## config.mk

```make
export PLATFORM = sky130hd
export DESIGN_NAME = axi_rd_responder
export DESIGN_NICKNAME = d
export VERILOG_FILES = /design/src/rtl/axi_rd_responder.sv
export SDC_FILE = /design/constraint.sdc
export NUM_CORES = 1
export LEC_CHECK = 0
export ABC_AREA = 1
export ABC_CLOCK_PERIOD_IN_PS = 4400
export CAP_MARGIN = 20
export CORE_AREA = 2 2 236 238
export DETAILED_ROUTE_END_ITERATION = 10
export DIE_AREA = 0 0 238 240
export PLACE_DENSITY = 0.74
export SETUP_SLACK_MARGIN = 0.02
export SYNTH_ARGS = -nofsm -noshare
export SYNTH_HDL_FRONTEND = slang
export SYNTH_SLANG_ARGS = --single-unit
```

## constraint.sdc

```tcl
create_clock -name clk -period 4.4 [get_ports clk]
set_input_delay 0.66 -clock clk [delete_from_list [all_inputs] [get_ports clk]]
set_output_delay 0.66 -clock clk [all_outputs]
set_load 0.005 [all_outputs]
```

## src/rtl/axi_rd_responder.sv

```systemverilog
// AXI read responder: queues AR requests, returns address-pattern bursts READ_LATENCY+1 cycles after pop.
// Optional macro AXI_RD_RESP_STALL_EN inserts LFSR-driven bubbles before each R beat is offered.
module axi_rd_req_fifo #(
  parameter int WIDTH     = 8,
  parameter int LOG_DEPTH = 2
) (
  input  logic                 clk,
  input  logic                 resetN,
  input  logic                 push,
  input  logic [WIDTH-1:0]     push_dat,
  input  logic                 pop,
  output logic [WIDTH-1:0]     head,
  output logic [LOG_DEPTH:0]   count
);
  localparam int DEPTH = 1 << LOG_DEPTH;

  logic [WIDTH-1:0]     mem [DEPTH];
  logic [LOG_DEPTH-1:0] wr_ptr;
  logic [LOG_DEPTH-1:0] rd_ptr;

  always_ff @(posedge clk or negedge resetN) begin
    if (!resetN) begin
      wr_ptr <= '0;
      rd_ptr <= '0;
      count  <= '0;
    end else begin
      if (push) wr_ptr <= wr_ptr + 1'b1;
      if (pop)  rd_ptr <= rd_ptr + 1'b1;
      case ({push, pop})
        2'b10:   count <= count + 1'b1;
        2'b01:   count <= count - 1'b1;
        default: ;
      endcase
    end
  end

  always_ff @(posedge clk) begin
    if (push) mem[wr_ptr] <= push_dat;
  end

  assign head = mem[rd_ptr];
endmodule

module axi_rd_responder #(
  parameter int ADDR_BITS            = 64,
  parameter int LOG_BLOCK_DATA_BYTES = 6,
  parameter int BURST_LEN_WIDTH      = 8,
  parameter int TID_WIDTH            = 8,
  parameter int LOG_REQ_DEPTH        = 2,
  parameter int READ_LATENCY         = 4,
  localparam int DATA_BITS           = 8 * (1 << LOG_BLOCK_DATA_BYTES)
) (
  input  logic                       clk,
  input  logic                       resetN,
  input  logic                       s_ar_valid,
  input  logic [BURST_LEN_WIDTH-1:0] s_ar_len,
  input  logic [ADDR_BITS-1:0]       s_ar_addr,
  input  logic [TID_WIDTH-1:0]       s_ar_id,
  output logic                       s_ar_ready,
  output logic                       s_r_valid,
  output logic                       s_r_last,
  output logic [DATA_BITS-1:0]       s_r_data,
  output logic [TID_WIDTH-1:0]       s_r_id,
  input  logic                       s_r_ready,
  output logic                       busy,
  output logic [LOG_REQ_DEPTH:0]     reqCnt
);
  localparam int CNT_BITS   = LOG_REQ_DEPTH + 1;
  localparam int ENTRY_BITS = ADDR_BITS + BURST_LEN_WIDTH + TID_WIDTH;
  localparam logic [CNT_BITS-1:0]  FULL_CNT   = CNT_BITS'(1 << LOG_REQ_DEPTH);
  localparam logic [7:0]           LAT_INIT   = 8'(READ_LATENCY - 1);
  localparam logic [ADDR_BITS-1:0] BEAT_BYTES = ADDR_BITS'(1 << LOG_BLOCK_DATA_BYTES);

  typedef enum logic [1:0] {IDLE, WAIT, BEAT} state_t;

  state_t                     state, state_nxt;
  logic                       ar_en;
  logic                       push, pop, offer;
  logic [ENTRY_BITS-1:0]      head;
  logic [ADDR_BITS-1:0]       h_addr;
  logic [BURST_LEN_WIDTH-1:0] h_len;
  logic [TID_WIDTH-1:0]       h_id;
  logic [ADDR_BITS-1:0]       cur_addr;
  logic [BURST_LEN_WIDTH-1:0] wrk_len;
  logic [BURST_LEN_WIDTH-1:0] beat_idx;
  logic [TID_WIDTH-1:0]       wrk_id;
  logic [TID_WIDTH-1:0]       r_id;
  logic [7:0]                 lat_cnt;
  logic [DATA_BITS-1:0]       data_pat;

  axi_rd_req_fifo #(.WIDTH(ENTRY_BITS), .LOG_DEPTH(LOG_REQ_DEPTH)) u_req_fifo (
    .clk      (clk),
    .resetN   (resetN),
    .push     (push),
    .push_dat ({s_ar_addr, s_ar_len, s_ar_id}),
    .pop      (pop),
    .head     (head),
    .count    (reqCnt)
  );

  // ar_en keeps AR closed while in reset and opens on the first edge after release
  assign s_ar_ready = ar_en && (reqCnt != FULL_CNT);
  assign push       = s_ar_valid && s_ar_ready;
  assign pop        = (state == IDLE) && (reqCnt != '0);
  assign {h_addr, h_len, h_id} = head;
  assign busy       = (state != IDLE) || (reqCnt != '0);
  assign s_r_id     = r_id;

`ifdef AXI_RD_RESP_STALL_EN
  logic [7:0] lfsr;
  logic       offered;

  always_ff @(posedge clk or negedge resetN) begin
    if (!resetN) begin
      lfsr    <= 8'hA5;
      offered <= 1'b0;
    end else begin
      lfsr    <= {lfsr[6:0], lfsr[7] ^ lfsr[5] ^ lfsr[4] ^ lfsr[3]};
      offered <= s_r_valid && !s_r_ready;
    end
  end

  // a beat already on the bus is never withdrawn
  assign offer = offered || !lfsr[0];
`else
  assign offer = 1'b1;
`endif

  always_comb begin
    data_pat = '0;
    for (int i = 0; i < DATA_BITS; i++) data_pat[i] = cur_addr[i % ADDR_BITS];
  end

  always_comb begin
    state_nxt = state;
    s_r_valid = 1'b0;
    s_r_last  = 1'b0;
    s_r_data  = '0;
    case (state)
      IDLE: if (pop) state_nxt = WAIT;
      WAIT: if (lat_cnt == 8'd0) state_nxt = BEAT;
      BEAT: begin
        s_r_valid = offer;
        s_r_last  = (beat_idx == wrk_len);
        s_r_data  = data_pat;
        if (s_r_valid && s_r_ready && s_r_last) state_nxt = IDLE;
      end
      default: state_nxt = IDLE;
    endcase
  end

  always_ff @(posedge clk or negedge resetN) begin
    if (!resetN) begin
      state    <= IDLE;
      ar_en    <= 1'b0;
      cur_addr <= '0;
      wrk_len  <= '0;
      wrk_id   <= '0;
      beat_idx <= '0;
      lat_cnt  <= '0;
      r_id     <= '0;
    end else begin
      state <= state_nxt;
      ar_en <= 1'b1;
      case (state)
        IDLE: if (pop) begin
          cur_addr <= h_addr;
          wrk_len  <= h_len;
          wrk_id   <= h_id;
          beat_idx <= '0;
          lat_cnt  <= LAT_INIT;
        end
        // s_r_id only changes when a new burst starts its beats
        WAIT: if (lat_cnt != 8'd0) lat_cnt <= lat_cnt - 1'b1;
              else                 r_id    <= wrk_id;
        BEAT: if (s_r_valid && s_r_ready) begin
          cur_addr <= cur_addr + BEAT_BYTES;
          beat_idx <= beat_idx + 1'b1;
        end
        default: ;
      endcase
    end
  end
endmodule

```

==> impl_results.html <==
<table>
<tr><th>Metric</th><th>Value</th></tr>
<tr><th colspan="2">STA</th></tr>
<tr><td>Final setup vio count</td><td>0</td></tr>
<tr><td>Final hold vios</td><td>0</td></tr>
<tr><td>Period Utilization, post-route</td><td>85.61%</td></tr>
<tr><td>Final setup skew</td><td>0.01546 ns</td></tr>
<tr><td>Slew at the pin closest to its max-slew limit</td><td>about 1.2 ns</td></tr>
<tr><td>FMAX</td><td>roughly 270 MHz</td></tr>
<tr><td>Number of pins with negative max-slew slack in the final report</td><td>0</td></tr>
<tr><td>Slack of the critical path</td><td>0.6332 ns</td></tr>
<tr><td>Final hold slack</td><td>between 0.2 and 0.25 ns</td></tr>
<tr><td>Period minus WS final</td><td>approximately 3.8 ns</td></tr>
<tr><td>Slew HR</td><td>approximately a fifth</td></tr>
<tr><td>RSZ-0062 raised after global routing</td><td>false</td></tr>
<tr><th colspan="2">Clock network</th></tr>
<tr><td>Maximum root-to-sink buffer count</td><td>3</td></tr>
<tr><td>Num CTS Buffers</td><td>46</td></tr>
<tr><td>Postcts setup bufs</td><td>0</td></tr>
<tr><td>CTS HTree Levels</td><td>2</td></tr>
<tr><td>Cts hold-fix bufs</td><td>0</td></tr>
<tr><td>Number of clock sinks seen by CTS</td><td>between 400 and 500</td></tr>
<tr><td>TritonCTS clock tree</td><td>yes</td></tr>
<tr><td>Worst skew pair latency</td><td>just under 0.6 ns</td></tr>
<tr><td>Clock-pin slew reported for the worst setup and hold paths after clock tree synthesis</td><td>0.06 ns</td></tr>
<tr><td>Clock root buffer</td><td>clkbuf_16</td></tr>
<tr><td># resized after CTS</td><td>0</td></tr>
<tr><th colspan="2">Routing</th></tr>
<tr><td>DRC violation count after routing</td><td>0</td></tr>
<tr><td>Vias per cell</td><td>5.114</td></tr>
<tr><td>Final wirelength</td><td>70,890 microns</td></tr>
<tr><td>Number of DRC markers after the initial detailed-route iteration</td><td>between 1,500 and 2,000</td></tr>
<tr><td>Detailed-route wire length per cell</td><td>between 20 and 25 microns</td></tr>
<tr><td>Overall via count from detail_route</td><td>17,070</td></tr>
<tr><td>Antenna viol nets, final</td><td>0</td></tr>
<tr><td>First-pass DRT Iterations</td><td>6</td></tr>
<tr><th colspan="2">Finish</th></tr>
<tr><td>Ratio of cells with drive above 1 in the final layout</td><td>under 10%</td></tr>
<tr><td>Number of nets in the finished design</td><td>~2,700</td></tr>
<tr><td>Area occupied by registers</td><td>between 0.01 and 0.015 sq mm</td></tr>
<tr><td>ANT cells</td><td>0</td></tr>
<tr><td>Multi-input gate area in the final layout</td><td>0.006082 sq mm</td></tr>
<tr><td>Final design area excluding fillers</td><td>between 0.02 and 0.03 sq mm</td></tr>
<tr><td>Filler instances</td><td>~4,800</td></tr>
<tr><td>Area growth syn-to-layout</td><td>22.15%</td></tr>
<tr><th colspan="2">Synthesis</th></tr>
<tr><td>Commonest cells in the synthesized netlist</td><td>buf_4 (454), nor2_1 (414), nand2_1 (355)</td></tr>
<tr><td>Mean instance size in the synthesized netlist</td><td>around 9.4 sq um</td></tr>
<tr><td>Most frequently used flop master after synthesis</td><td>edfxtp_1</td></tr>
<tr><td>Cell area after synthesis</td><td>~0.023 sq mm</td></tr>
<tr><td>FFs w/ async S/R, synth</td><td>between 20% and 30%</td></tr>
<tr><td>Library cell with the highest instance count after synthesis</td><td>buf_4</td></tr>
<tr><td>EDFF count, synth</td><td>320</td></tr>
<tr><td>Synthesized netlist cell count</td><td>~2,400</td></tr>
<tr><td>Synth cell types</td><td>42</td></tr>
<tr><td>Area fraction of the dominant cell type after synthesis</td><td>41.99%</td></tr>
<tr><td>Cell taking the most area after synthesis</td><td>edfxtp_1</td></tr>
<tr><td>Cells taking the most area after synthesis</td><td>edfxtp_1 (42%), buf_4 (15%), dfrtp_1 (12%)</td></tr>
<tr><td>Net count after synthesis</td><td>about 2,500</td></tr>
<tr><td>Number of warnings reported in the yosys synthesis log</td><td>0</td></tr>
<tr><td>Register area share after synthesis</td><td>between 50% and 60%</td></tr>
<tr><td>Flip-flop and latch count after synthesis</td><td>~430</td></tr>
<tr><th colspan="2">Hold path</th></tr>
<tr><td>Tightest Hold Check Type</td><td>input pin to async pin</td></tr>
<tr><th colspan="2">Job</th></tr>
<tr><td>Number of maximum-capacitance violations</td><td>0</td></tr>
<tr><th colspan="2">Worst setup path</th></tr>
<tr><td>R2r setup slk</td><td>around 1.5 ns</td></tr>
<tr><td>Critical-path maximum fanout</td><td>44</td></tr>
<tr><td>Delay of the slowest cell on the worst path</td><td>around 0.80 ns</td></tr>
<tr><td>Critical path's top delay family</td><td>buffers and inverters</td></tr>
<tr><td>Crit path arrival time</td><td>between 3 and 4 ns</td></tr>
<tr><td>Count of buffer and inverter cells on the critical path</td><td>3</td></tr>
<tr><td>Launching element of the worst setup path</td><td>state[0]$_DFFE_PN0P_</td></tr>
<tr><td>Worst reg2reg path startpoint</td><td>state[1]$_DFFE_PN0P_</td></tr>
<tr><td>Crit path required time</td><td>between 3 and 4 ns</td></tr>
<tr><td>Setup crit start kind</td><td>flop</td></tr>
<tr><td>Register-to-Register Path Depth</td><td>10</td></tr>
<tr><td>Kind of end point of the critical path</td><td>output port</td></tr>
<tr><td>End point of the critical path</td><td>s_r_data[335]</td></tr>
<tr><td>Count of cell instances traversed by the critical path</td><td>5</td></tr>
<tr><td>End of the worst register-to-register path</td><td>u_req_fifo.count[2]$_DFFE_PN0P_</td></tr>
<tr><td>Max stage delay cell, worst path</td><td>nor2_1</td></tr>
<tr><td>CP cell instances</td><td>inv_1 -&gt; nand2_4 -&gt; buf_12 -&gt; nor2_1 -&gt; clkdlybuf4s50_1</td></tr>
<tr><td>Path type of the worst setup path</td><td>flop to output port</td></tr>
<tr><th colspan="2">Place</th></tr>
<tr><td>Post-DP HPWL</td><td>50,010 microns</td></tr>
<tr><td>Weighted congestion at the end of routability-driven global placement</td><td>~0.96</td></tr>
<tr><td>Pre-CTS setup slack</td><td>1.282 ns</td></tr>
<tr><td>Port Buffers</td><td>approximately 600</td></tr>
<tr><td>Area after detailed placement</td><td>around 0.027 sq mm</td></tr>
<tr><th colspan="2">Floorplanning</th></tr>
<tr><td>Initial core utilization</td><td>around two fifths</td></tr>
<tr><td>Area enclosed by the die boundary</td><td>between 0.05 and 0.06 sq mm</td></tr>
<tr><td>Row Count</td><td>between 80 and 90</td></tr>
<tr><td>Die height</td><td>between 200 and 250 microns</td></tr>
<tr><td>I/O Pins</td><td>between 600 and 700</td></tr>
<tr><td>Die span in x</td><td>~240 microns</td></tr>
<tr><td>Core Footprint</td><td>between 0.05 and 0.06 sq mm</td></tr>
<tr><th colspan="2">Global route</th></tr>
<tr><td>Total track usage</td><td>a little under a quarter</td></tr>
<tr><td>Antenna violations before repair</td><td>6</td></tr>
<tr><td>First-pass GRT wire length</td><td>102,000 microns</td></tr>
<tr><td>Number of global-route vias before repair</td><td>about 16,000</td></tr>
<tr><td>Pin count of the biggest net entering global routing</td><td>between 70 and 80</td></tr>
<tr><td>Grt total ovfl</td><td>0</td></tr>
<tr><th colspan="2">Pwr</th></tr>
<tr><td>Maximum vdd drop</td><td>422.6 uV</td></tr>
<tr><td>PwrDens</td><td>568.4 mW/mm^2</td></tr>
<tr><td>Total power</td><td>15.89 mW</td></tr>
<tr><td>Leakage component of the power</td><td>around 10 nW</td></tr>
<tr><th colspan="2">Run status</th></tr>
<tr><td>Status</td><td>finished, final reports clean</td></tr>
</table>
==> routing by layer <==
layer  up-vias  GRT usage (%)  share of wire [%]
li1       7945              -                  -
met1      8330          30.88                 41
met2       682          40.24                 49
met3       101          5.511                7.8
met4        12          6.837                2.5
met5         -              0               0.11
==> sequential cells by signal, indices dropped and copies added, names as in the netlist <==
register / count
cur_addr: 64
state: 2
s_r_id: 8
wrk_len: 8
beat_idx: 8
ar_en: 1
u_req_fifo.count: 3
wrk_id: 8
lat_cnt: 8
u_req_fifo.mem: 320
u_req_fifo.wr_ptr: 2
u_req_fifo.rd_ptr: 2
==> power by group <==
part | total, mW | switching [mW] | internal, mW
clock | 3.71 | 1.61 | 2.10
combinational | 6.37 | 4.00 | 2.37
sequential | 5.81 | 0.578 | 5.23
total | 15.9 | 6.19 | 9.70
==> layout by cell type (no fill, tap or decap), types with 3 or more instances in the layout <==
master           count
nor2_4              11
clkbuf_8             4
and3_1               5
nand4_1             16
ha_1                 9
nand3b_1             4
nor2_2              10
o21ai_1             23
a22oi_1              4
clkinv_1             5
nand2_2             12
o22ai_1             55
clkdlybuf4s50_1    609
nand2_1            355
buf_12               9
inv_2                8
a21oi_1             48
nor3_1               8
clkbuf_16           47
nand2_4              5
xor2_1              12
o21ai_0            206
clkinv_4             3
edfxtp_1           320
nand3_1             88
buf_4               30
clkinv_2            11
clkbuf_1            11
nor2_1             410
inv_1              145
dfrtp_1            112
a31oi_1             16
==> metrics by stage <==
step,setup TNS (ns),instances,utilization [%]
after CTS,0,3338,51.14
after global placement,0,3254,48.51
after global routing,0,3338,51.14
after detailed placement,0,3254,48.51
final,0,3338,51.14
after floorplan,-132.54,2437,-
==> worst min-delay path by stage <==
stage                                       end  cells after the start
2_1_floorplan                   ar_en$_DFF_PN0_                      0
3_3_place_gp              s_r_id[2]$_DFFE_PN0P_                      2
3_5_place_dp              s_r_id[5]$_DFFE_PN0P_                      2
4_1_cts                 beat_idx[1]$_DFFE_PN0P_                      1
5_1_grt        u_req_fifo.rd_ptr[0]$_DFFE_PN0P_                      1
6_report       u_req_fifo.rd_ptr[0]$_DFFE_PN0P_                      1
==> kinds of logic after synthesis <==
logic type               Yosys count  synth area share (%)
AO/OA/AOI/OAI                    358                 8.349
XOR/XNOR                          14                0.5359
adder cells (fa/ha/maj)           10                0.5796
buffers and inverters            690                 19.12
flip-flops                       434                 54.46
other                              1               0.01639
AND/OR/NAND/NOR                  930                 16.94
==> final cells by class <==
type                       count  share of cell area [%]
multi-input combinational   1313                   21.76
clock buffer                  62                   4.552
clock inverter                22                  0.5864
timing repair buffer         648                   23.26
inverter                     155                   2.090
tap                          704                   3.151
sequential                   434                   44.60
Note: power is estimated with default switching activity, not from simulation.
